--- config.mk ---
export PLATFORM = sky130hd
export DESIGN_NAME = tile_fetch
export DESIGN_NICKNAME = d
export VERILOG_FILES = /design/src/rtl/tile_fetch.sv
export SDC_FILE = /design/constraint.sdc
export NUM_CORES = 2
export LEC_CHECK = 0
export ABC_AREA = 1
export BUFFER_PORTS_ARGS = -buffer_cell sky130_fd_sc_hd__buf_4
export CAP_MARGIN = 20
export CORE_MARGIN = 2
export CORE_UTILIZATION = 31
export DETAILED_ROUTE_END_ITERATION = 7
export PLACE_DENSITY_LB_ADDON = 0.05
export SYNTH_ARGS = -nofsm -noshare
export SYNTH_HDL_FRONTEND = slang
export SYNTH_SLANG_ARGS = --single-unit
--- constraint.sdc ---
create_clock -name clk -period 12.3 [get_ports clk]
set_clock_uncertainty 0.2 [all_clocks]
set_input_delay 2.46 -clock clk [delete_from_list [all_inputs] [get_ports clk]]
set_output_delay 2.46 -clock clk [all_outputs]
set_load 0.03 [all_outputs]
--- src/rtl/tile_fetch.sv ---
// Tile-map fetch: turns the current pixel into a tile-map read, drives the sprite map and
// registers its RGB for VGA. Optional grid overlay on blank tiles: TILE_FETCH_GRID_OVERLAY_EN.
module tile_fetch #(
   parameter int unsigned        H_TILES    = 28,
   parameter int unsigned        V_TILES    = 31,
   parameter int unsigned        CODE_W     = 4,
   parameter logic [CODE_W-1:0]  BLANK_CODE = CODE_W'(4'hF)
) (
   input  logic              clk,
   input  logic              rst_n,
   input  logic [9:0]        px,
   input  logic [9:0]        py,
   input  logic              de_in,
   input  logic              wr_valid,
   output logic              wr_ready,
   input  logic [4:0]        wr_tx,
   input  logic [4:0]        wr_ty,
   input  logic [CODE_W-1:0] wr_code,
   output logic [2:0]        spr_x,
   output logic [2:0]        spr_y,
   output logic [CODE_W-1:0] spr_code,
   input  logic [3:0]        R_in,
   input  logic [3:0]        G_in,
   input  logic [3:0]        B_in,
   output logic [3:0]        vga_r,
   output logic [3:0]        vga_g,
   output logic [3:0]        vga_b,
   output logic              de_out,
   output logic              init_done
);

   localparam int unsigned      DEPTH     = H_TILES * V_TILES;
   localparam int unsigned      AW        = $clog2(DEPTH);
   localparam logic [AW-1:0]    LAST_ADDR = AW'(DEPTH - 1);
   localparam logic [9:0]       PX_LIM    = 10'(H_TILES * 8);
   localparam logic [9:0]       PY_LIM    = 10'(V_TILES * 8);
   localparam logic [4:0]       WTX_LIM   = 5'(H_TILES);
   localparam logic [4:0]       WTY_LIM   = 5'(V_TILES);

   localparam logic [0:0] ST_CLEAR = 1'b0;
   localparam logic [0:0] ST_RUN   = 1'b1;

   logic [0:0]    state_q, state_d;
   logic [AW-1:0] clr_addr_q, clr_addr_d;
   logic          run;

   always_comb begin
      state_d    = state_q;
      clr_addr_d = clr_addr_q;
      case (state_q)
         ST_CLEAR: begin
            if (clr_addr_q == LAST_ADDR) begin
               state_d    = ST_RUN;
               clr_addr_d = '0;
            end else begin
               clr_addr_d = clr_addr_q + AW'(1);
            end
         end
         ST_RUN:  state_d = ST_RUN;
         default: begin
            state_d    = ST_CLEAR;
            clr_addr_d = '0;
         end
      endcase
   end

   always_ff @(posedge clk or negedge rst_n) begin
      if (!rst_n) begin
         state_q    <= ST_CLEAR;
         clr_addr_q <= '0;
      end else begin
         state_q    <= state_d;
         clr_addr_q <= clr_addr_d;
      end
   end

   assign run       = (state_q == ST_RUN);
   assign wr_ready  = run;
   assign init_done = run;

   // Write port: the clear sweep owns the RAM until RUN; off-map writes are accepted but dropped.
   logic              wr_in_map;
   logic [AW-1:0]     wr_addr;
   logic              ram_we;
   logic [AW-1:0]     ram_waddr;
   logic [CODE_W-1:0] ram_wdata;

   assign wr_in_map = (wr_tx < WTX_LIM) && (wr_ty < WTY_LIM);
   assign wr_addr   = AW'(wr_ty * H_TILES + wr_tx);

   always_comb begin
      if (run) begin
         ram_we    = wr_valid && wr_in_map;
         ram_waddr = wr_addr;
         ram_wdata = wr_code;
      end else begin
         ram_we    = 1'b1;
         ram_waddr = clr_addr_q;
         ram_wdata = BLANK_CODE;
      end
   end

   // Read address for the current pixel; off-map pixels park on address 0 and are masked later.
   logic [6:0]    tile_x, tile_y;
   logic          px_in_map;
   logic [AW-1:0] rd_addr;

   assign tile_x    = px[9:3];
   assign tile_y    = py[9:3];
   assign px_in_map = (px < PX_LIM) && (py < PY_LIM);
   assign rd_addr   = px_in_map ? AW'(tile_y * H_TILES + tile_x) : '0;

   // Tile RAM: no reset on the array, read-first on a same-address collision.
   logic [CODE_W-1:0] mem [DEPTH];
   logic [CODE_W-1:0] rd_code_q;

   always_ff @(posedge clk) begin
      if (ram_we) begin
         mem[ram_waddr] <= ram_wdata;
      end
      rd_code_q <= mem[rd_addr];
   end

   // Stage 1: sprite-local coordinates, display enable and a RUN-qualified in-map flag.
   logic [2:0] sx_q, sy_q;
   logic       de1_q;
   logic       inr1_q;

   always_ff @(posedge clk or negedge rst_n) begin
      if (!rst_n) begin
         sx_q   <= 3'd0;
         sy_q   <= 3'd0;
         de1_q  <= 1'b0;
         inr1_q <= 1'b0;
      end else begin
         sx_q   <= px[2:0];
         sy_q   <= py[2:0];
         de1_q  <= de_in;
         inr1_q <= px_in_map && run;
      end
   end

   assign spr_x    = sx_q;
   assign spr_y    = sy_q;
   assign spr_code = inr1_q ? rd_code_q : BLANK_CODE;

   // Stage 2: registered pixel colour; blanking and off-map pixels are forced black.
   logic [3:0] pix_r_d, pix_g_d, pix_b_d;

`ifdef TILE_FETCH_GRID_OVERLAY_EN
   logic grid_px;
   assign grid_px = (spr_code == BLANK_CODE) && ((sx_q == 3'd0) || (sy_q == 3'd0));
`endif

   always_comb begin
      pix_r_d = 4'h0;
      pix_g_d = 4'h0;
      pix_b_d = 4'h0;
      if (de1_q && inr1_q) begin
`ifdef TILE_FETCH_GRID_OVERLAY_EN
         if (grid_px) begin
            pix_r_d = 4'h3;
            pix_g_d = 4'h3;
            pix_b_d = 4'h3;
         end else begin
            pix_r_d = R_in;
            pix_g_d = G_in;
            pix_b_d = B_in;
         end
`else
         pix_r_d = R_in;
         pix_g_d = G_in;
         pix_b_d = B_in;
`endif
      end
   end

   always_ff @(posedge clk or negedge rst_n) begin
      if (!rst_n) begin
         vga_r  <= 4'h0;
         vga_g  <= 4'h0;
         vga_b  <= 4'h0;
         de_out <= 1'b0;
      end else begin
         vga_r  <= pix_r_d;
         vga_g  <= pix_g_d;
         vga_b  <= pix_b_d;
         de_out <= de1_q;
      end
   end

endmodule

==> summary.md <==
| Metric | Value |
|---|---|
| Number of global-route vias before repair | `110000` |
| Crit path DAT | `8.88 ns` |
| HPWL Detailed | `307 mm` |
| Initial DRC Count | `8872` |
| Num rows | `260` |
| LEAKAGE | `0.0672 uW` |
| Antenna violations before repair | `51` |
| Worst R2R Setup Slack | `7.25 ns` |
| Largest net degree at the start of global routing | `222` |
| Maximum VDD drop | `0.114 mV` |
| Area grow syn2layout | `13.3%` |
| CP peak stage delay | `1.03 ns` |
| YS warnings | `0` |
| Status | `completed` |
| CP bufs+invs | `5` |
| Post-synth EDFFs | `3472` |
| # Max-Cap Violations | `0` |
| Routability Congestion | `0.792` |
| Hold Path Depth | `0` |
| DRT Pass-1 Iters | `6` |
| Worst-path clk slew | `0.05 ns` |
| Worst path top cell family by delay | `buffers and inverters` |
| DR vias | `108000` |
| Die area | `507000 um^2` |
| CTS tree | `yes` |
| CP max FO | `122` |
| Worst path cell trace | `buf_4, inv_1, ha_1, nand3_2, nor2_4, nand3_4, inv_8, buf_4, buf_12, o211ai_1, nand3_1, nand3_1, nand3_1, nand2_1, nand2_1, a21oi_1, a21oi_1, nand2_1, nand2_1` |
| Synth cell count leaders | `edfxtp_1 (3472), nand2_1 (2693), nand3_1 (2543), inv_1 (2298), nor2_1 (1009)` |
| Final-stage net count | `14500` |
| Sequential fraction of the synthesis area | `67.7%` |
| Share of layout cells above drive strength 1 | `6.76%` |
| CP dominant cell by count | `nand2_1` |
| Critical path launch point type | `input port` |
| Cell Area, Synth | `155000 um^2` |
| Syn Inst Count | `14700` |
| Die height | `712 um` |
| Finish-stage setup viols | `0` |
| Max-slew violations | `0` |
| R2R Path Start | `init_done` |
| Synth Net Count | `14800` |
| Leading area contributor after synthesis | `edfxtp_1` |
| Post-CTS Setup Inserts | `0` |
| Count leader, synth | `edfxtp_1` |
| FF-to-FF End | `mem[474][0]` |
| Cts repair resizes | `0` |
| Crit path max-delay cell type | `inv_8` |
| Avg Cell Area, Syn | `10.6 um^2` |
| Synth Flop Type | `edfxtp_1` |
| Pwr/cell area | `147 nW/um^2` |
| Final TNS setup | `0 ns` |
| Chip Width | `712 um` |
| Final Core Density | `35.2%` |
| FMAX | `123 MHz` |
| CP Capture Type | `flip-flop` |
| Post-route DRC | `0` |
| Clk root buf | `clkbuf_16` |
| Worst endpoint required time | `13.02 ns` |
| Yosys top cell area share | `67.1%` |
| Worst Tran Pin Value | `1.18 ns` |
| Boundary pin count | `75` |
| CTS max path bufs | `4` |
| WL per Instance | `25.8 um` |
| Crit Path Class | `input port to flip-flop` |
| Final Cycle Share | `66.3%` |
| Max-slew headroom | `21.0%` |
| Initial Util | `31.1%` |
| GRT Residual Overflow | `0` |
| Core Footprint | `500000 um^2` |
| Hold Path Class | `flip-flop to flip-flop` |
| Unrepaired setup endpoints after global routing | `false` |
| Drt total wl | `553 mm` |
| Async SR Flop Fraction | `0.912%` |
| Area contributors post-synth | `edfxtp_1 (67%), nand3_1 (8.2%), nand2_1 (6.5%)` |
| H-tree levels | `5` |
| Buffers on Ports | `74` |
| Min Tclk post-route | `8.16 ns` |
| Hold-fix buffers at CTS | `0` |
| GRT Total Usage | `21.3%` |
| R2R cell count | `8` |
| DR vias/cell | `5.03` |
| Num CTS Buffers | `416` |
| First-pass GRT wire length | `789 mm` |
| Min-delay src | `de1_q` |
| Min-Delay Endpoint | `de_out` |
| Yosys cell types | `33` |
| Clock latency at the later pin of the worst-skew pair | `1.02 ns` |
| Clock sink total | `3508` |
| Register bit total from synthesis | `3508` |
| Routed Antenna Nets | `0` |
| Hold Vio Cnt, Final | `0` |
worst register-to-register path, stage by stage, from the launching register on:
cell	delay (ns)
dfrtp_1	0.72
inv_1	0.53
o21ai_0	0.67
nand2_1	0.17
nor2_1	0.59
nand2_4	0.47
buf_16	0.34
buf_4	0.41
nor2_1	0.52
how the worst max path moves through the flow:
stage | start | end | depth (start not counted)
after global routing | py[8] | rd_code_q[0] | 19
after detailed placement | py[8] | rd_code_q[0] | 19
final | py[8] | rd_code_q[0] | 19
after global placement | py[8] | rd_code_q[0] | 19
after floorplan | wr_code[0] | mem[0][0] | 1
after CTS | py[8] | rd_code_q[0] | 19
cell type report:
class | instances | area, um^2
Antenna cell | 8 | 20.0
Sequential cell | 3508 | 105000
Tap cell | 6681 | 8360
Timing Repair Buffer | 294 | 2850
Clock inverter | 239 | 2360
Clock buffer | 512 | 11000
Multi-Input combinational cell | 7839 | 37600
Inverter | 2308 | 8700
Fill cell | 50400 | 324000
where the power goes:
group | total (uW) | leakage (uW) | internal (uW) | switching [uW]
combinational | 620 | 0.0306 | 160 | 460
sequential | 12900 | 0.0301 | 12900 | 7.25
clock | 12300 | 0.00652 | 7180 | 5090
total | 25800 | 0.0672 | 20300 | 5560
stage by stage:
step	hold slack [ns]	setup WS, ns	total power [uW]	area, um^2	cells
after CTS	0.187	4.07	26100	176000	21400
after floorplan	0.154	2.50	13600	155000	14700
after global placement	0.164	2.99	13800	163000	20600
final	0.184	4.14	25800	176000	21400
after global routing	0.203	3.83	26600	176000	21400
after detailed placement	0.174	3.01	13800	163000	20600
layout by cell type (no fill, tap or decap), types with 6 or more instances in the layout:
cell type and instances:
clkbuf_16 425, nand2_1 2658, clkinv_2 66, clkinv_8 7, inv_1 2296, or2_2 64
clkinvlp_4 10, xor2_1 10, fa_1 14, dfrtp_1 32, o211ai_1 477, o21ai_1 27
edfxtp_1 3472, o21ai_0 229, clkbuf_1 82, a21oi_1 18, nand2_4 32, nor2_1 1004
or2_1 22, diode_2 8, clkinv_1 103, ha_1 28, nor3_2 6, inv_6 8
nand4_1 674, nand3_1 2541, bufinv_16 41, buf_4 243, buf_12 47
kinds of logic after synthesis:
family / synth area share, %
AND/OR/NAND/NOR: 20.3
flip-flops: 67.7
buffers and inverters: 8.36
AO/OA/AOI/OAI: 3.23
adder cells (fa/ha/maj): 0.406
XOR/XNOR: 0.0676
metal layers:
metal  global-route usage (%)  vias up  part of all wire [%]
met3                     2.10      752                   4.5
met4                     6.79        0                   3.3
met5                        0        -                     0
met1                     28.3    54500                    44
met2                     36.4     2811                    48
li1                         -    49500                     -
sequential cells by signal (all words and copies together) (netlist names):
| signal | cells |
|---|---|
| vga_r | 4 |
| inr1_q | 1 |
| mem | 3472 |
| vga_g | 4 |
| clr_addr_q | 10 |
| de_out | 1 |
| spr_y | 3 |
| vga_b | 4 |
| rd_code_q | 4 |
| spr_x | 3 |
| init_done | 1 |
| de1_q | 1 |
Power figures use the tool's default switching activity.
